--- config.mk ---
export PLATFORM = sky130hd
export DESIGN_NAME = seven_seg_scan_driver_flat
export DESIGN_NICKNAME = d
export VERILOG_FILES = /design/src/rtl/seven_seg_if.sv /design/src/rtl/seven_seg_scan_driver.sv /design/src/flat_wrapper.sv
export SDC_FILE = /design/constraint.sdc
export NUM_CORES = 1
export LEC_CHECK = 0
export CORE_MARGIN = 5
export CORE_UTILIZATION = 27
export CTS_BUF_LIST = sky130_fd_sc_hd__clkbuf_16
export DETAILED_ROUTE_END_ITERATION = 10
export PLACE_DENSITY = 0.49
export REMOVE_ABC_BUFFERS = 1
export SLEW_MARGIN = 20
export SYNTH_ARGS = -nofsm -noshare
export SYNTH_HDL_FRONTEND = slang
export SYNTH_SLANG_ARGS = --single-unit
--- constraint.sdc ---
create_clock -name clk -period 4.6 [get_ports clk]
set_clock_uncertainty 0.2 [all_clocks]
set_input_delay 0.92 -clock clk [delete_from_list [all_inputs] [get_ports clk]]
set_output_delay 0.92 -clock clk [all_outputs]
set_load 0.05 [all_outputs]
--- src/rtl/seven_seg_if.sv ---
// ---------------------------------------------------------------------------
// seven_seg_if
//   Bundle between a display source (master) and the 7-segment scan driver
//   (slave). The master supplies the digit data and the scan enable; the
//   slave returns the board-level pin values and the frame tick.
//
//   load        master->slave  capture value/dp_in/lz_blank into pending buffer
//   value       master->slave  4*DIGITS hex nibbles, digit 0 rightmost
//   dp_in       master->slave  per-digit decimal point, 1 = lit
//   lz_blank    master->slave  leading-zero blanking enable (taken with load)
//   enable      master->slave  0 = all anodes inactive
//   seg         slave->master  {g,f,e,d,c,b,a} pin levels
//   dp          slave->master  decimal point pin level
//   an          slave->master  one-hot anode select pin levels
//   frame_tick  slave->master  1-cycle pulse on the first cycle of a frame
// ---------------------------------------------------------------------------
interface seven_seg_if #(
   parameter int DIGITS = 4
);
   logic                load;
   logic [4*DIGITS-1:0] value;
   logic [DIGITS-1:0]   dp_in;
   logic                lz_blank;
   logic                enable;
   logic [6:0]          seg;
   logic                dp;
   logic [DIGITS-1:0]   an;
   logic                frame_tick;

   modport master (
      output load, value, dp_in, lz_blank, enable,
      input  seg, dp, an, frame_tick
   );

   modport slave (
      input  load, value, dp_in, lz_blank, enable,
      output seg, dp, an, frame_tick
   );
endinterface

--- src/rtl/seven_seg_scan_driver.sv ---
// ---------------------------------------------------------------------------
// seven_seg_scan_driver
//   Time-multiplexed hex driver for a DIGITS-wide 7-segment display with
//   full 0-F decode, per-digit decimal points, leading-zero blanking and a
//   double-buffered (tear-free) frame update.
//
//   clk   in  single rising-edge clock
//   rst   in  synchronous reset, active-high
//   bus   seven_seg_if.slave: load/value/dp_in/lz_blank/enable in,
//         seg/dp/an/frame_tick out (all outputs registered)
// ---------------------------------------------------------------------------
module seven_seg_scan_driver #(
   parameter int DIGITS         = 4,
   parameter int REFRESH_DIV    = 1000,
   parameter bit SEG_ACTIVE_LOW = 1'b1,
   parameter bit AN_ACTIVE_LOW  = 1'b1
) (
   input logic        clk,
   input logic        rst,
   seven_seg_if.slave bus
);
   localparam int DIV_W = $clog2(REFRESH_DIV);
   localparam int IDX_W = (DIGITS > 1) ? $clog2(DIGITS) : 1;
   localparam logic [DIV_W-1:0] DIV_LAST = DIV_W'(REFRESH_DIV - 1);
   localparam logic [IDX_W-1:0] IDX_LAST = IDX_W'(DIGITS - 1);
   localparam logic [6:0]       SEG_OFF  = SEG_ACTIVE_LOW ? 7'h7F : 7'h00;

   // One displayable frame: digit nibbles, decimal points, blanking enable.
   typedef struct packed {
      logic [4*DIGITS-1:0] value;
      logic [DIGITS-1:0]   dp;
      logic                lz;
   } frame_t;

   function automatic logic [6:0] hex_to_seg(input logic [3:0] n);
      case (n)
         4'h0:    return 7'h3F;
         4'h1:    return 7'h06;
         4'h2:    return 7'h5B;
         4'h3:    return 7'h4F;
         4'h4:    return 7'h66;
         4'h5:    return 7'h6D;
         4'h6:    return 7'h7D;
         4'h7:    return 7'h07;
         4'h8:    return 7'h7F;
         4'h9:    return 7'h6F;
         4'hA:    return 7'h77;
         4'hB:    return 7'h7C;
         4'hC:    return 7'h39;
         4'hD:    return 7'h5E;
         4'hE:    return 7'h79;
         default: return 7'h71;
      endcase
   endfunction

   logic [DIV_W-1:0]  div_q, div_d;
   logic [IDX_W-1:0]  idx_q, idx_d;
   frame_t            pend_q, pend_d;
   frame_t            act_q, act_d;
   logic              pend_flag_q, pend_flag_d;
   logic [6:0]        seg_q, seg_d;
   logic              dp_q, dp_d;
   logic [DIGITS-1:0] an_q, an_d;
   logic              frame_tick_q, frame_tick_d;

   frame_t            in_frame;
   logic              wrap, boundary;
   logic [3:0]        nib;
   logic              dp_bit, blank, zero_above;
   logic [6:0]        seg_hi;
   logic [DIGITS-1:0] an_hi;

   assign in_frame = '{value: bus.value, dp: bus.dp_in, lz: bus.lz_blank};
   assign wrap     = (div_q == DIV_LAST);
   assign boundary = wrap && (idx_q == IDX_LAST);

   // NOTE: every always_comb output gets a default before any branch, so no
   // path can leave a signal unassigned and infer a latch.
   always_comb begin
      div_d       = wrap ? '0 : div_q + 1'b1;
      idx_d       = idx_q;
      pend_d      = pend_q;
      pend_flag_d = pend_flag_q;
      act_d       = act_q;

      if (wrap) begin
         idx_d = (idx_q == IDX_LAST) ? '0 : idx_q + 1'b1;
      end

      if (bus.load) begin
         pend_d      = in_frame;
         pend_flag_d = 1'b1;
      end

      // Active only moves at a frame boundary; a load landing on the
      // boundary itself bypasses the pending buffer so it is not a frame late.
      if (boundary && (pend_flag_q || bus.load)) begin
         act_d       = bus.load ? in_frame : pend_q;
         pend_flag_d = 1'b0;
      end
   end

   // Digit selection and blanking. zero_above accumulates from the most
   // significant digit down, so at digit i it is set only if lz is on and
   // nibbles i..DIGITS-1 are all zero.
   always_comb begin
      nib        = 4'h0;
      dp_bit     = 1'b0;
      blank      = 1'b0;
      an_hi      = '0;
      zero_above = act_q.lz;
      for (int i = DIGITS - 1; i >= 0; i--) begin
         zero_above = zero_above && (act_q.value[4*i +: 4] == 4'h0);
         if (idx_q == IDX_W'(i)) begin
            nib      = act_q.value[4*i +: 4];
            dp_bit   = act_q.dp[i];
            blank    = zero_above && (i != 0);
            an_hi[i] = bus.enable;
         end
      end
      seg_hi = blank ? 7'h00 : hex_to_seg(nib);

      // Pin polarity is applied only here, at the output register inputs.
      seg_d        = SEG_ACTIVE_LOW ? ~seg_hi : seg_hi;
      dp_d         = SEG_ACTIVE_LOW ? ~dp_bit : dp_bit;
      an_d         = AN_ACTIVE_LOW  ? ~an_hi  : an_hi;
      frame_tick_d = boundary;
   end

   // NOTE: state registers use non-blocking assignment so every flop samples
   // the pre-edge value of every other flop, independent of statement order.
   always_ff @(posedge clk) begin
      if (rst) begin
         div_q        <= '0;
         idx_q        <= '0;
         pend_q       <= '0;
         act_q        <= '0;
         pend_flag_q  <= 1'b0;
         seg_q        <= SEG_OFF;
         dp_q         <= SEG_ACTIVE_LOW;
         an_q         <= AN_ACTIVE_LOW ? '1 : '0;
         frame_tick_q <= 1'b0;
      end else begin
         div_q        <= div_d;
         idx_q        <= idx_d;
         pend_q       <= pend_d;
         act_q        <= act_d;
         pend_flag_q  <= pend_flag_d;
         seg_q        <= seg_d;
         dp_q         <= dp_d;
         an_q         <= an_d;
         frame_tick_q <= frame_tick_d;
      end
   end

   assign bus.seg        = seg_q;
   assign bus.dp         = dp_q;
   assign bus.an         = an_q;
   assign bus.frame_tick = frame_tick_q;
endmodule

--- src/flat_wrapper.sv ---
// flat-port wrapper written by rule: the top's interface ports become plain ports
module seven_seg_scan_driver_flat 
#(
   parameter int DIGITS         = 4,
   parameter int REFRESH_DIV    = 1000,
   parameter bit SEG_ACTIVE_LOW = 1'b1,
   parameter bit AN_ACTIVE_LOW  = 1'b1
)
  (clk, rst, bus_load, bus_value, bus_dp_in, bus_lz_blank, bus_enable, bus_seg, bus_dp, bus_an, bus_frame_tick);
  seven_seg_if #(.DIGITS(DIGITS)) bus_i ();
  input logic clk;
  input logic rst;
  input wire logic [$bits(bus_i.load)-1:0] bus_load;
  input wire logic [$bits(bus_i.value)-1:0] bus_value;
  input wire logic [$bits(bus_i.dp_in)-1:0] bus_dp_in;
  input wire logic [$bits(bus_i.lz_blank)-1:0] bus_lz_blank;
  input wire logic [$bits(bus_i.enable)-1:0] bus_enable;
  output wire logic [$bits(bus_i.seg)-1:0] bus_seg;
  output wire logic [$bits(bus_i.dp)-1:0] bus_dp;
  output wire logic [$bits(bus_i.an)-1:0] bus_an;
  output wire logic [$bits(bus_i.frame_tick)-1:0] bus_frame_tick;
  assign bus_i.load = bus_load;
  assign bus_i.value = bus_value;
  assign bus_i.dp_in = bus_dp_in;
  assign bus_i.lz_blank = bus_lz_blank;
  assign bus_i.enable = bus_enable;
  assign bus_seg = bus_i.seg;
  assign bus_dp = bus_i.dp;
  assign bus_an = bus_i.an;
  assign bus_frame_tick = bus_i.frame_tick;
  seven_seg_scan_driver #(.DIGITS(DIGITS), .REFRESH_DIV(REFRESH_DIV), .SEG_ACTIVE_LOW(SEG_ACTIVE_LOW), .AN_ACTIVE_LOW(AN_ACTIVE_LOW)) u_core (.clk(clk), .rst(rst), .bus(bus_i));
endmodule
==> metrics.md <==
| Metric | Value |
|---|---|
| Run status | finished, final reports clean |
| CP startpoint | u_core.idx_q[0] |
| Area of the mapped netlist | between 0.002 and 0.003 sq mm |
| CTS Hold Buffers Added | 0 |
| Setup crit end kind | flop |
| Endpoint of the most critical setup path | u_core.bus.seg[3] |
| Number of buffers inserted by post-CTS setup repair | 0 |
| Slowest stage cell, crit path | a31oi_1 |
| Std-Cell Rows | 38 |
| Cell count of the worst reg-to-reg path | 9 |
| Clock tree from TritonCTS | done |
| Worst path required time | 4600 ps |
| Tightest Hold Check Type | reg -> reg |
| Power density over the cells | 370 mW/mm^2 |
| Post-synthesis async set-or-reset flop share | 0% |
| Pin count of the biggest net entering global routing | 36 |
| Maximum fanout count along the critical path | 12 |
| # fillers | between 1000 and 1500 |
| Cts repair resizes | 0 |
| Number of flops mapped to enable cells by yosys | 0 |
| Global router's overall resource usage | between 10% and 20% |
| Library cell used as clock root buffer | clkbuf_16 |
| Worst-Margin Slew | 738 ps |
| Count of nets left with antenna violations after detail routing | 0 |
| Endpoint of the most critical register-to-register path | u_core.bus.seg[3] |
| Number of I/O port buffers | 37 |
| Chip height | ~110 microns |
| Critical path type | reg -> reg |
| Insertion delay to the later sink of the worst-skew pair | 330 ps |
| Initial antenna violation count | 0 |
| HPWL Detailed | between 4 and 5 mm |
| Setup-violating endpoint count in the final report | 0 |
| Crit-path cells | inv_1, ha_1, nand3b_1, a31oi_1, inv_1, ha_1, a21oi_1, a22o_1, nand2_1 |
| Count of final hold-check violations | 0 |
| FMAX | approximately 360 MHz |
| Number of sinks on the clock net | just under 70 |
| 1st-iter DRT viols | 77 |
| CTS H-tree depth | 3 |
| Total clock buffers created by CTS | 9 |
| Maximum vdd drop | around 0.00012 V |
| Core area | ~0.011 sq mm |
| Number of vias per cell | ~4.5 |
| DRC | 0 |
| # nets final | 363 |
| Leading cell type in the layout, fill and taps excluded | dfxtp_1 |
| Final period utilization | roughly three fifths |
| Share of final-layout standard cells stronger than drive strength 1 | between 10 and 15% |
| DRT Wirelength | between 6 and 7 mm |
| Detail-routed net length per standard cell | roughly 13 microns |
| Via count of the first global-routing pass | between 2000 and 2500 |
| Pre-antenna DRT Iters | 4 |
| Critical path startpoint category | flop |
| Area of the multi-input gates | 0.00145 sq mm |
| Count of different cell masters after synthesis | 41 |
| Arrival @ worst endpoint | roughly 2800 ps |
| Sequential cell area fraction in the yosys report | between 40% and 50% |
| Area of the die | ~0.013 sq mm |
| Grt total ovfl | 0 |
| Clock-pin transition on the worst setup and hold timing paths | ~60 ps |
| Number of warnings reported in the yosys synthesis log | 0 |
| Leakage power figure | roughly 0.0013 uW |
| Maximum root-to-sink buffer count | 2 |
| Flip-flop and latch area | about 0.0014 sq mm |
| Maximum capacitance violations | 0 |
| Setup repair after global routing missed its margin | no |
| Synthesis-to-finish area growth | 25.3% |
| Post-Syn Instances | between 200 and 300 |
| Tightest hold margin | around 240 ps |
| RePlAce Congestion | just over 0.7 |
| Worst flop-to-flop path startpoint | u_core.idx_q[0] |
| Initial cell density of the core | between 20% and 30% |
| Number of antenna diodes | 0 |
| Total via count after detailed routing | between 2000 and 2500 |
| Leading cell types in the layout, fill and taps excluded | 68 x dfxtp_1, 57 x nor2_1, 36 x clkdlybuf4s50_1 |
| Worst min-delay path startpoint | u_core.div_q[0] |
| Relative slew margins | between 50% and 60% |
| Max-slew violations | 0 |
| Post-Route Setup TNS | 0 ps |
| Delay of the slowest cell on the worst path | approximately 470 ps |
| First-pass GRT wire length | 10.4 mm |
| R2r setup slk | between 1500 and 2000 ps |
| Number of register bits inferred by synthesis | just under 70 |
| Die width | about 110 microns |
| Post-synthesis average cell area | between 9 and 10 sq um |
| Ys flop type | dfxtp_1 |
| IO Count | 38 |
| Crit path time final | roughly 2700 ps |
state kept, by name, summed over array words and instances, names as in the netlist:
name                   count
u_core.act_q              21
u_core.pend_q             21
u_core.div_q              10
u_core.bus.seg             7
u_core.bus.an              4
u_core.idx_q               2
u_core.bus.dp              1
u_core.bus.frame_tick      1
u_core.pend_flag_q         1
routing by layer:
| layer | vias to the layer above | routed length (microns) | GRT usage [%] |
|---|---|---|---|
| met3 | 16 | 269 | 3.22 |
| met4 | 0 | 144 | 5.70 |
| met5 | - | 0 | 0 |
| met1 | 968 | 2920 | 12.8 |
| li1 | 1093 | - | - |
| met2 | 32 | 2680 | 15.1 |
area by class of cell:
class | instances | share of cell area, %
Clock inverter | 7 | 1.83
Timing Repair Buffer | 40 | 10.5
Inverter | 8 | 0.813
Multi-Input combinational cell | 200 | 39.1
Clock buffer | 9 | 6.10
Sequential cell | 68 | 36.9
Tap cell | 140 | 4.74
synthesized netlist by cell type (4+ instances only):
cell type,n,area share (%)
inv_1,8,1.0
nand2b_1,5,1.1
dfxtp_1,68,46
ha_1,11,4.7
buf_4,5,1.3
mux2i_1,28,9.5
o221ai_1,5,1.5
nand2_1,15,1.9
nand3b_1,5,1.3
clkbuf_1,7,0.89
nor2_1,57,7.3
buf_2,4,0.68
nor2b_1,4,0.85
o21ai_0,5,0.85
a211oi_2,19,8.1
a21oi_1,10,1.7
report_power, final:
part | total (uW) | switching, uW | internal (uW)
clock | 669 | 253 | 416
sequential | 611 | 4.81 | 606
combinational | 87.3 | 48.5 | 38.9
total | 1370 | 306 | 1060
cell families (layout without fill, tap and decap cells):
family,Yosys count,after routing,share of synthesized area [%]
and+or+nand+nor,106,106,17.4
DFF,68,68,46.2
AOI/OAI and AO/OA,49,49,15.6
muxes,29,29,9.89
buffers and inverters,27,64,4.76
adders and majority gates,11,11,4.67
xor gates and xnor gates,5,5,1.49
metrics by stage:
| step | cells | power [uW] | utilization, % | instance area, sq um | worst slack, ps |
|---|---|---|---|---|---|
| 6_report | 472 | 1370 | 34.4 | 3690 | 1850 |
| 5_1_grt | 472 | 1420 | 34.4 | 3690 | 1580 |
| 4_1_cts | 472 | 1390 | 34.4 | 3690 | 1830 |
| 3_5_place_dp | 456 | 713 | 31.6 | 3400 | 1640 |
| 3_3_place_gp | 456 | 712 | 31.6 | 3400 | 1690 |
| 2_1_floorplan | 276 | 663 | - | 2840 | 1930 |
how the worst min path moves through the flow:
stage | end | slack [ps] | cells after the start
floorplan | u_core.div_q[0] | 210 | 1
global placement | u_core.div_q[0] | 230 | 1
detailed placement | u_core.div_q[0] | 240 | 1
CTS | u_core.div_q[0] | 250 | 1
global route | u_core.div_q[0] | 280 | 1
finish | u_core.div_q[0] | 240 | 1
critical path, delay by kind of cell, from the launching register on:
kind,cells,cell delay (ps)
compound gates,3,750
fa+ha+maj,2,680
flops,1,420
buf+inv,2,290
simple gates,2,270
Note: power is estimated with default switching activity, not from simulation.
